[config.mk]
export PLATFORM = sky130hd
export DESIGN_NAME = set_job_dispatcher
export DESIGN_NICKNAME = d
export VERILOG_FILES = /design/src/rtl/set_job_dispatcher.sv
export SDC_FILE = /design/constraint.sdc
export NUM_CORES = 1
export LEC_CHECK = 0
export ABC_AREA = 1
export CORE_ASPECT_RATIO = 1.25
export CORE_MARGIN = 10
export CORE_UTILIZATION = 60
export DETAILED_ROUTE_END_ITERATION = 8
export PLACE_DENSITY = 0.85
export SETUP_SLACK_MARGIN = 0.1
export SLEW_MARGIN = 10
export SYNTH_ARGS = -nofsm -noshare
export SYNTH_HDL_FRONTEND = slang
export SYNTH_SLANG_ARGS = --single-unit
[constraint.sdc]
create_clock -name clk -period 8 [get_ports clk]
set_input_delay 1.6 -clock clk [delete_from_list [all_inputs] [get_ports clk]]
set_output_delay 1.6 -clock clk [all_outputs]
set_load 0.03 [all_outputs]
[src/rtl/set_job_dispatcher.sv]
// Job dispatcher for the circle-set counting core: queues jobs, launches them one at a time,
// captures the core's count (or a watchdog timeout) and returns it with the job tag.
module set_job_dispatcher #(
  parameter int unsigned FIFO_DEPTH = 4,
  parameter int unsigned TAG_W      = 4,
  parameter int unsigned TIMEOUT    = 200
) (
  input  logic             clk,
  input  logic             rst,
  input  logic             job_valid,
  output logic             job_ready,
  input  logic [23:0]      job_central,
  input  logic [11:0]      job_radius,
  input  logic [1:0]       job_mode,
  input  logic [TAG_W-1:0] job_tag,
  output logic             core_en,
  output logic [23:0]      core_central,
  output logic [11:0]      core_radius,
  output logic [1:0]       core_mode,
  input  logic             core_busy,
  input  logic             core_valid,
  input  logic [7:0]       core_candidate,
  output logic             res_valid,
  input  logic             res_ready,
  output logic [7:0]       res_candidate,
  output logic [TAG_W-1:0] res_tag,
  output logic             res_timeout,
  output logic             res_range_err,
  output logic             idle,
  output logic [15:0]      done_count
);

  localparam int unsigned PTR_W     = $clog2(FIFO_DEPTH);
  localparam int unsigned CNT_W     = PTR_W + 1;
  localparam int unsigned JOB_W     = 24 + 12 + 2 + TAG_W;
  localparam int unsigned TMR_W     = $clog2(TIMEOUT + 1);
  localparam int unsigned RANGE_MAX = 64;

  typedef enum logic [2:0] {
    S_IDLE, S_LAUNCH, S_WAIT, S_RESULT, S_DRAIN
  } state_e;

  state_e state_q, state_d;

  logic [JOB_W-1:0] mem_q [FIFO_DEPTH];
  logic [PTR_W-1:0] wr_ptr_q, rd_ptr_q;
  logic [CNT_W-1:0] count_q;
  logic             full, empty, push, pop;

  logic [TMR_W-1:0] timer_q, timer_d, timer_inc;
  logic [23:0]      central_q, central_d;
  logic [11:0]      radius_q, radius_d;
  logic [1:0]       mode_q, mode_d;
  logic [TAG_W-1:0] tag_q, tag_d;
  logic [7:0]       res_cand_q, res_cand_d;
  logic [TAG_W-1:0] res_tag_q, res_tag_d;
  logic             res_to_q, res_to_d;
  logic             res_re_q, res_re_d;
  logic [15:0]      done_q, done_d;

  assign full      = (count_q == CNT_W'(FIFO_DEPTH));
  assign empty     = (count_q == '0);
  assign job_ready = !full;
  assign push      = job_valid && !full;
  assign timer_inc = timer_q + TMR_W'(1);

  // Job storage; only the pointers and count need reset
  always_ff @(posedge clk) begin
    if (push) mem_q[wr_ptr_q] <= {job_central, job_radius, job_mode, job_tag};
  end

  // Next-state and datapath control
  always_comb begin
    state_d    = state_q;
    timer_d    = timer_q;
    central_d  = central_q;
    radius_d   = radius_q;
    mode_d     = mode_q;
    tag_d      = tag_q;
    res_cand_d = res_cand_q;
    res_tag_d  = res_tag_q;
    res_to_d   = res_to_q;
    res_re_d   = res_re_q;
    done_d     = done_q;
    pop        = 1'b0;
    case (state_q)
      S_IDLE: begin
        if (!empty) begin
          pop = 1'b1;
          {central_d, radius_d, mode_d, tag_d} = mem_q[rd_ptr_q];
          state_d = S_LAUNCH;
        end
      end
      S_LAUNCH: begin
        timer_d = '0;
        state_d = S_WAIT;
      end
      S_WAIT: begin
        // A real result beats a watchdog expiry in the same cycle
        if (core_valid) begin
          res_cand_d = core_candidate;
          res_to_d   = 1'b0;
          res_re_d   = (core_candidate > 8'(RANGE_MAX));
          res_tag_d  = tag_q;
          state_d    = S_RESULT;
        end else if (timer_inc == TMR_W'(TIMEOUT)) begin
          res_cand_d = '0;
          res_to_d   = 1'b1;
          res_re_d   = 1'b0;
          res_tag_d  = tag_q;
          state_d    = S_RESULT;
        end else begin
          timer_d = timer_inc;
        end
      end
      S_RESULT: begin
        if (res_ready) begin
          done_d  = done_q + 16'd1;
          timer_d = '0;
          state_d = S_DRAIN;
        end
      end
      S_DRAIN: begin
        if (!core_busy || (timer_inc == TMR_W'(TIMEOUT))) state_d = S_IDLE;
        else timer_d = timer_inc;
      end
      default: state_d = S_IDLE;
    endcase
  end

  always_ff @(posedge clk or posedge rst) begin
    if (rst) begin
      state_q    <= S_IDLE;
      wr_ptr_q   <= '0;
      rd_ptr_q   <= '0;
      count_q    <= '0;
      timer_q    <= '0;
      central_q  <= '0;
      radius_q   <= '0;
      mode_q     <= '0;
      tag_q      <= '0;
      res_cand_q <= '0;
      res_tag_q  <= '0;
      res_to_q   <= 1'b0;
      res_re_q   <= 1'b0;
      done_q     <= '0;
    end else begin
      state_q    <= state_d;
      timer_q    <= timer_d;
      central_q  <= central_d;
      radius_q   <= radius_d;
      mode_q     <= mode_d;
      tag_q      <= tag_d;
      res_cand_q <= res_cand_d;
      res_tag_q  <= res_tag_d;
      res_to_q   <= res_to_d;
      res_re_q   <= res_re_d;
      done_q     <= done_d;
      if (push) wr_ptr_q <= wr_ptr_q + PTR_W'(1);
      if (pop)  rd_ptr_q <= rd_ptr_q + PTR_W'(1);
      if (push && !pop)      count_q <= count_q + CNT_W'(1);
      else if (pop && !push) count_q <= count_q - CNT_W'(1);
    end
  end

  assign core_en       = (state_q == S_LAUNCH);
  assign res_valid     = (state_q == S_RESULT);
  assign idle          = (state_q == S_IDLE) && empty;
  assign core_central  = central_q;
  assign core_radius   = radius_q;
  assign core_mode     = mode_q;
  assign res_candidate = res_cand_q;
  assign res_tag       = res_tag_q;
  assign res_timeout   = res_to_q;
  assign res_range_err = res_re_q;
  assign done_count    = done_q;

endmodule

==> results of run 1 <==
==> cell type report <==
cell class / count / area (µm²) / share of cell area (%)
Inverter: 52 / 200 / 1.59
Sequential cell: 258 / 7300 / 57.8
Clock buffer: 32 / 672 / 5.32
Clock inverter: 14 / 196 / 1.56
Multi-Input combinational cell: 534 / 2650 / 21.0
Timing Repair Buffer: 134 / 1320 / 10.5
Tap cell: 220 / 275 / 2.18
==> where the power goes <==
group	leakage, nW	internal (mW)	switching [mW]
Sequential	2.62	1.80	0.207
Combinational	1.81	0.622	1.19
Clock	0.430	0.755	0.484
==> worst paths after layout <==
check	slack, ns	to	depth (start not counted)
min in group asynchronous	1.46	done_count[11]	2
worst max register to register	5.21	count_q[1]	11
max in group asynchronous	5.36	rd_ptr_q[0]	3
worst min register to register	0.47	res_candidate[3]	2
worst max-delay path	4.06	idle	4
worst min-delay path	0.47	res_candidate[3]	2
==> cell families after synthesis <==
family	synth area share, %
simple gates	14.6
flops	71.0
compound gates	8.11
buf+inv	3.51
xor+xnor	1.53
fa+ha+maj	1.17
mux	0.110
==> routing by layer <==
metal	routed length, µm	GRT usage [%]
met1	8290	23.1
met3	1790	3.24
met4	417	6.93
met5	0	0
met2	11900	33.5
==> layout by cell type, fill, tap and decap left out, types with 4 or more instances in the layout <==
cell,synthesis,routed
nor2_1,223,219
edfxtp_1,168,168
clkdlybuf4s50_1,0,127
o21ai_0,96,96
dfrtp_1,90,88
nand2_1,80,80
inv_1,48,47
a31oi_1,38,38
clkbuf_16,0,25
nand3_1,16,16
xor2_1,12,12
nor2_4,3,8
clkinv_2,1,8
nand4_1,8,8
ha_1,8,8
a21oi_1,7,7
buf_4,0,7
xnor2_1,6,6
nor2_2,7,6
bufinv_16,0,5
clkbuf_1,26,5
nand3_2,4,4
o21ai_2,4,4
o22ai_1,4,4
==> tightest hold or removal path, delay by kind of cell, from the launching register on <==
| family | cells | cell delay (ns) |
|---|---|---|
| simple gates | 2 | 0.09 |
| flops | 1 | 0.34 |
==> state kept, by name (all words and copies together) (netlist names) <==
register and flops:
core_central 24, core_mode 2, core_radius 12, count_q 3, state_q 3, done_count 16, tag_q 4, res_range_err 1
rd_ptr_q 2, mem_q 168, res_tag 4, res_candidate 8, timer_q 8, res_timeout 1, wr_ptr_q 2
==> metrics by stage <==
stage	power [mW]	std cells	utilization, %
2_1_floorplan	3.19	882	-
3_5_place_dp	3.84	1198	69.8
5_1_grt	5.34	1244	74.9
3_3_place_gp	3.76	1198	69.8
6_report	5.07	1244	74.9
4_1_cts	5.10	1244	74.9
==> out/summary.txt, run 1 <==
cts hold-fix bufs: 0
clk root buf: clkbuf_16
Synth top cells by count: nor2_1, edfxtp_1, o21ai_0
Worst EP arrival: 2.34 ns
worst setup margin: 4.06 ns
Top delay family on crit path: buffers and inverters
Synth area leader: edfxtp_1
Slowest cell on crit path: clkdlybuf4s50_1
syn nets: 947
max incr delay on CP: 0.70 ns
Critical Setup Path Class: register to primary output
setup TNS: 0 ns
Die Height: 166 µm
max_cap viols: 0
Yosys top cell area share: 49.1%
final hold violation count: 0
sequential area share after synthesis: 71.0%
Cell Area, Placed: 0.0118 mm²
Row Count: 53
Hold/Removal Path Class: register to register
Pre-antenna DRT Iters: 7
mapped cell area: 0.0103 mm²
Layout Nets: 1070
fraction of layout cells with a size suffix above 1: 8.11%
antenna-violating nets left: 0
status: completed
FMAX: 254 MHz
slew margin rel.: 34.9%
fin area: 0.0126 mm²
clock tree buffer depth: 3
count leader, synth: nor2_1
Worst Tran Pin Value: 0.977 ns
pre-CTS setup slack: 4.38 ns
Worst setup EP type: primary output
first-pass GRT wire length: 35500 µm
clock sink count: 258
FF-to-FF Start: state_q[0]
Buffers on Ports: 127
initial antenna violation count: 0
startpoint types: register
die footprint: 0.0228 mm²
hold_sp: res_candidate[3]
Yosys reg bits: 258
WL/cell: 18.0 µm
ANT cells: 0
Post-synth EDFFs: 168
Post-CTS Resized: 0
maximum VDD drop: 0.246 mV
initial core utilization: 61.0%
post-CTS setup buffer count: 0
unrepaired setup endpoints after global routing: false
vias in the first global route: 7188
Setup-failing EPs final: 0
worst-path cell chain: nor3_1 -> inv_1 -> nor2_1 -> clkdlybuf4s50_1
final wirelength: 22400 µm
grt total ovfl: 0
worst clock skew: 0.0169 ns
Initial DRC Count: 623
Buf/Inv on CP: 2
IO Pins: 128
DRC: 0
CTS tree: done
clock-pin transition on the worst setup and hold timing paths: 0.06 ns
top_reg_cell synth: edfxtp_1
Routability Congestion: 0.794
Gate Count Post-Synth: 882
Syn-to-layout area delta: 22.8%
pin count of the biggest net entering global routing: 88
Synth Warn #: 0
Leak: 4.85 nW
core area: 0.0168 mm²
Die Width: 137 µm
H-tree depth: 1
Final Critical Period: 3.94 ns
Num CTS Buffers: 25
period utilization: 49.2%
post-DP HPWL: 13300 µm
Cell variety after synth: 36
asr flop ratio synth: 34.9%
crit-path max FO: 4
Critical Path RT: 6.40 ns
Clock Latency Late Sink: 0.53 ns
WHS: 0.469 ns
CP startpoint: count_q[0]
Area contributors post-synth: edfxtp_1, dfrtp_1, nor2_1, o21ai_0, nand2_1
DR vias/cell: 5.57
Avg Inst Size Synth: 11.7 µm²
Total Routing Usage GR: 19.2%
power per cell area: 401 mW/mm²
max-slew violations: 0
DR vias: 6931
# fillers: 1078
No activity file was read; power rests on OpenSTA's default activity.
==> run 2, diff against run 1 <==
--- a/config.mk
+++ b/config.mk
@@ -8,9 +8,9 @@
 export ABC_AREA = 1
 export CORE_ASPECT_RATIO = 1.25
 export CORE_MARGIN = 10
-export CORE_UTILIZATION = 60
+export CORE_UTILIZATION = 55
 export DETAILED_ROUTE_END_ITERATION = 8
-export PLACE_DENSITY = 0.85
+export PLACE_DENSITY = 0.79
 export SETUP_SLACK_MARGIN = 0.1
 export SLEW_MARGIN = 10
 export SYNTH_ARGS = -nofsm -noshare
==> constraint.sdc (replaced) <==
create_clock -name clk -period 4.05 [get_ports clk]
set_input_delay 0.81 -clock clk [delete_from_list [all_inputs] [get_ports clk]]
set_output_delay 0.81 -clock clk [all_outputs]
set_load 0.03 [all_outputs]
==> run 2 against run 1 <==
  * Register-to-register slack got worse by 3.4 ns
  * Worst setup slack lost 3.2 ns
  * Via count shrank 1.4%
  * Clock power increased by 110%
  * Wire length grew 1.2%
  * Cell count rose by 0.88%
  * Clock-buffer cell count rose by 1
  * Global-route usage is 0.84 points lower
  * Power increased by 100%
  * Sequential cell count unchanged
  * Non-clock buffer count is 3 higher
  * Sequential share of layout area shrank 0.45 points
  * Critical endpoint unchanged
==> out/summary.txt, run 2 (synthesized netlist as in run 1, its figures left out) <==
status: completed (unchanged)
max incr delay on CP: 0.70 ns (about the same)
cts hold-fix bufs: 0 (unchanged)
antenna-violating nets left: 0 (unchanged)
IO Pins: 128 (unchanged)
Initial DRC Count: 495 (was 623)
Buf/Inv on CP: 2 (unchanged)
Die Width: 142 µm (was 137 µm)
DR vias/cell: 5.45 (was 5.57)
clock-pin transition on the worst setup and hold timing paths: 0.06 ns (about the same)
WL/cell: 18.0 µm (about the same)
fin util: 69.7% (was 74.9%)
Critical Path RT: 3.24 ns (was 6.40 ns)
Routability Congestion: 0.860 (was 0.794)
Buffers on Ports: 127 (unchanged)
Num CTS Buffers: 25 (unchanged)
Total Routing Usage GR: 18.4% (was 19.2%)
most frequent cells in the layout: nor2_1, edfxtp_1, clkdlybuf4s50_1 (unchanged)
Worst Tran Pin Value: 0.901 ns (was 0.977 ns)
fraction of layout cells with a size suffix above 1: 8.57% (was 8.11%)
Top delay family on crit path: buffers and inverters (unchanged)
power per cell area: 796 mW/mm² (was 401 mW/mm²)
total power: 10.1 mW (was 5.07 mW)
die footprint: 0.0246 mm² (was 0.0228 mm²)
fin area: 0.0127 mm² (was 0.0126 mm²)
Syn-to-layout area delta: 23.8% (was 22.8%)
FMAX: 318 MHz
Hold/Removal Path Class: register to register (unchanged)
post-CTS setup buffer count: 0 (unchanged)
final hold violation count: 0 (unchanged)
maximum VDD drop: 0.465 mV (was 0.246 mV)
slew margin rel.: 40.0% (was 34.9%)
pin count of the biggest net entering global routing: 87 (was 88)
Setup-failing EPs final: 0 (unchanged)
H-tree depth: 1 (unchanged)
ANT cells: 0 (unchanged)
Worst setup EP type: primary output (unchanged)
Critical Setup Path Class: register to primary output (unchanged)
Pre-antenna DRT Iters: 5 (was 7)
Die Height: 173 µm (was 166 µm)
Clock Latency Late Sink: 0.52 ns (was 0.53 ns)
grt total ovfl: 0 (unchanged)
max-slew violations: 0 (unchanged)
Worst EP arrival: 2.33 ns (was 2.34 ns)
DRC: 0 (unchanged)
worst clock skew: 0.00918 ns (was 0.0169 ns)
initial antenna violation count: 0 (unchanged)
Top reg by flops: mem_q (unchanged)
clock tree buffer depth: 3 (unchanged)
final wirelength: 22600 µm (was 22400 µm)
Layout Nets: 1073 (was 1070)
Post-CTS Resized: 0 (unchanged)
unrepaired setup endpoints after global routing: false (unchanged)
max_cap viols: 0 (unchanged)
CTS tree: done (unchanged)
period utilization: 77.6%
max reg flops: 168 (unchanged)
core area: 0.0182 mm² (was 0.0168 mm²)
clk root buf: clkbuf_16 (unchanged)
vias in the first global route: 7180 (was 7188)
first-pass GRT wire length: 37100 µm (was 35500 µm)
post-DP HPWL: 13800 µm (was 13300 µm)
DR vias: 6834 (was 6931)
startpoint types: register (unchanged)
Row Count: 55 (was 53)
Slowest cell on crit path: clkdlybuf4s50_1 (unchanged)
clock sink count: 258 (unchanged)
crit-path max FO: 4 (unchanged)
Cell Area, Placed: 0.0118 mm² (about the same)
initial core utilization: 56.3% (was 61.0%)
setup TNS: 0 ns (unchanged)
Leak: 4.89 nW (was 4.85 nW)
commonest non-fill, non-tap cell in the layout: nor2_1 (unchanged)
worst-path cell chain: nor3_1 -> inv_1 -> nor2_1 -> clkdlybuf4s50_1 (unchanged)
Final Critical Period: 3.14 ns
==> run 2: cell count changes in the layout (fill, tap and decap cells not counted) <==
cell	previous run	this run
clkinv_2	8	4
clkinvlp_4	0	3
buf_4	7	9
clkinv_1	2	0
buf_12	0	1
bufinv_16	5	6
clkbuf_16	25	26
inv_2	2	3
==> run 2: area by class of cell <==
type | instances | area [µm²]
Sequential cell | 258 | 7300
Inverter | 52 | 199
Clock buffer | 33 | 697
Tap cell | 228 | 285
Multi-Input combinational cell | 534 | 2650
Fill cell | 1247 | 5520
Clock inverter | 13 | 226
Timing Repair Buffer | 137 | 1360
==> run 2: final timing paths <==
path	slack, ns	depth (start not counted)	start	to
max	0.91	4	count_q[0]	idle
min in group asynchronous	0.74	2	rst	done_count[11]
max reg2reg	1.79	8	count_q[0]	count_q[1]
min	0.46	1	done_count[15]	done_count[15]
min reg2reg	0.46	1	done_count[15]	done_count[15]
max in group asynchronous	2.60	3	rst	rd_ptr_q[0]
==> run 2: worst register-to-register path, cell delays in order (launching register included) <==
cell and delay, ns:
dfrtp_1 0.43, nor2_1 0.12, nand2_1 0.08, nand2_1 0.36, inv_1 0.14, ha_1 0.22
inv_1 0.10, fa_1 0.43, mux2_2 0.27
==> run 2: per-layer routing <==
layer | routed length, µm | part of all wire (%) | global-route usage (%) | vias to the layer above
met2 | 11900 | 53 | 32.1 | 203
met1 | 8850 | 39 | 21.9 | 3324
met4 | 528 | 2.3 | 6.19 | 0
li1 | - | - | - | 3269
met5 | 0 | 0 | 0 | -
met3 | 1360 | 6.0 | 3.51 | 38
==> run 2: where the power goes <==
group	switching [mW]	internal [mW]	total, mW
Clock	0.966	1.60	2.57
Sequential	0.324	3.56	3.88
Combinational	2.44	1.24	3.68
Total	3.73	6.40	10.1
==> run 2: through the flow <==
stage | hold WS, ns | worst slack, ns | std cells
2_1_floorplan | 0.455 | 0.875 | 882
3_3_place_gp | 0.455 | 1.17 | 1209
3_5_place_dp | 0.457 | 1.16 | 1209
4_1_cts | 0.470 | 0.882 | 1255
5_1_grt | 0.501 | 0.707 | 1255
6_report | 0.462 | 0.909 | 1255
==> run 3, diff against run 2 <==
==> constraint.sdc (replaced) <==
create_clock -name clk -period 3.2 [get_ports clk]
set_input_delay 0.64 -clock clk [delete_from_list [all_inputs] [get_ports clk]]
set_output_delay 0.64 -clock clk [all_outputs]
set_load 0.03 [all_outputs]
==> run 3 against run 2 <==
  * Core utilization down 0.096 points
  * First-iteration DRC count down 16%
  * Register-to-register slack worse by 0.73 ns
  * Global-route usage down 0.86 points
  * Sequential cell count unchanged
  * Non-clock buffer count up 3
  * Design area down 0.14%
  * Critical path depth unchanged
  * Wire length down 3.9%
  * Critical endpoint unchanged
  * Largest power group unchanged
  * Highest routed layer unchanged
==> out/summary.txt, run 3 (synthesized netlist as in run 1, its figures left out) <==
status: completed (unchanged)
Buffers on Ports: 127 (unchanged)
commonest non-fill, non-tap cell in the layout: nor2_1 (unchanged)
core area: 0.0182 mm² (unchanged)
Num CTS Buffers: 25 (unchanged)
clock sink count: 258 (unchanged)
first-pass GRT wire length: 35300 µm (was 37100 µm)
post-CTS setup buffer count: 0 (unchanged)
grt total ovfl: 0 (unchanged)
startpoint types: register (unchanged)
maximum VDD drop: 0.618 mV (was 0.465 mV)
pre-CTS setup slack: 0.665 ns (was 1.16 ns)
WL/cell: 17.3 µm (was 18.0 µm)
final hold violation count: 0 (unchanged)
die footprint: 0.0246 mm² (unchanged)
Final Critical Period: 2.96 ns
crit-path max FO: 4 (unchanged)
Row Count: 55 (unchanged)
Leak: 4.87 nW (was 4.89 nW)
IO Pins: 128 (unchanged)
Initial DRC Count: 416 (was 495)
Syn-to-layout area delta: 23.6% (was 23.8%)
Buf/Inv on CP: 2 (unchanged)
pin count of the biggest net entering global routing: 87 (unchanged)
Clock Latency Late Sink: 0.53 ns (was 0.52 ns)
antenna-violating nets left: 0 (unchanged)
initial core utilization: 56.3% (unchanged)
max-slew violations: 0 (unchanged)
Die Width: 142 µm (unchanged)
fin util: 69.7% (about the same)
max incr delay on CP: 0.70 ns (about the same)
Worst EP arrival: 2.32 ns (was 2.33 ns)
slew margin rel.: 41.5% (was 40.0%)
total power: 12.5 mW (was 10.1 mW)
DR vias: 6720 (was 6834)
DP Cell Count: 1212 (was 1209)
WHS: 0.464 ns (was 0.462 ns)
fraction of layout cells with a size suffix above 1: 8.64% (was 8.57%)
Top reg by flops: mem_q (unchanged)
Die Height: 173 µm (unchanged)
Top delay family on crit path: buffers and inverters (unchanged)
clock tree buffer depth: 3 (unchanged)
FMAX: 337 MHz
CTS tree: done (unchanged)
power per cell area: 986 mW/mm² (was 796 mW/mm²)
H-tree depth: 1 (unchanged)
fin area: 0.0127 mm² (about the same)
max_cap viols: 0 (unchanged)
ANT cells: 0 (unchanged)
worst-path cell chain: nor3_1 -> inv_1 -> nor2_1 -> clkdlybuf4s50_1 (unchanged)
post-route insts no fill: 1258 (was 1255)
most frequent cells in the layout: nor2_1, edfxtp_1, clkdlybuf4s50_1 (unchanged)
Worst setup EP type: primary output (unchanged)
cts hold-fix bufs: 0 (unchanged)
post-DP HPWL: 13400 µm (was 13800 µm)
worst clock skew: 0.0210 ns (was 0.00918 ns)
Hold/Removal Path Class: register to register (unchanged)
max reg flops: 168 (unchanged)
clock-pin transition on the worst setup and hold timing paths: 0.06 ns (about the same)
worst setup margin: 0.236 ns (was 0.909 ns)
Post-CTS Resized: 0 (unchanged)
initial antenna violation count: 0 (unchanged)
Layout Nets: 1076 (was 1073)
Critical Setup Path Class: register to primary output (unchanged)
Slowest cell on crit path: clkdlybuf4s50_1 (unchanged)
Routability Congestion: 0.843 (was 0.860)
period utilization: 92.6%
clk root buf: clkbuf_16 (unchanged)
unrepaired setup endpoints after global routing: false (unchanged)
Critical Path RT: 2.56 ns (was 3.24 ns)
final wirelength: 21800 µm (was 22600 µm)
Pre-antenna DRT Iters: 4 (was 5)
DRC: 0 (unchanged)
Worst Tran Pin Value: 0.877 ns (was 0.901 ns)
Cell Area, Placed: 0.0119 mm² (was 0.0118 mm²)
Setup-failing EPs final: 0 (unchanged)
setup TNS: 0 ns (unchanged)
DR vias/cell: 5.34 (was 5.45)
vias in the first global route: 6921 (was 7180)
Total Routing Usage GR: 17.5% (was 18.4%)
-- run 3: cell types whose count changed in the layout (fill, tap and decap cells not counted), sizes merged --
cell,delta
clkinv,+4
bufinv,-3
clkbuf,-1
buf,+3
-- run 3: path summary, 6_finish.rpt --
path / from / endpoint / slack [ns] / depth (start not counted)
max: count_q[0] / idle / 0.24 / 4
min: done_count[15] / done_count[15] / 0.46 / 1
max reg2reg: state_q[0] / rd_ptr_q[1] / 1.06 / 8
min reg2reg: done_count[15] / done_count[15] / 0.46 / 1
max in group asynchronous: rst / core_radius[0] / 1.95 / 3
min in group asynchronous: rst / done_count[11] / 0.52 / 2
-- run 3: power breakdown --
| group | internal, mW | switching [mW] | total, mW | leakage [nW] |
|---|---|---|---|---|
| clock | 1.74 | 1.21 | 2.95 | 0.399 |
| sequential | 4.50 | 0.408 | 4.91 | 2.62 |
| combinational | 1.62 | 3.04 | 4.67 | 1.85 |
-- run 3: final cells by class --
| cell class | count | area (µm²) |
|---|---|---|
| Multi-Input combinational cell | 534 | 2650 |
| Tap cell | 228 | 285 |
| Clock buffer | 32 | 672 |
| Fill cell | 1264 | 5530 |
| Sequential cell | 258 | 7300 |
| Clock inverter | 14 | 161 |
| Timing Repair Buffer | 140 | 1430 |
| Inverter | 52 | 199 |
-- run 3: routing by layer --
layer	vias up	track usage, %	wire, µm
met5	-	0	0
met1	3240	21.0	8730
met3	29	3.21	1240
li1	3271	-	-
met2	180	31.0	11400
met4	0	5.08	397
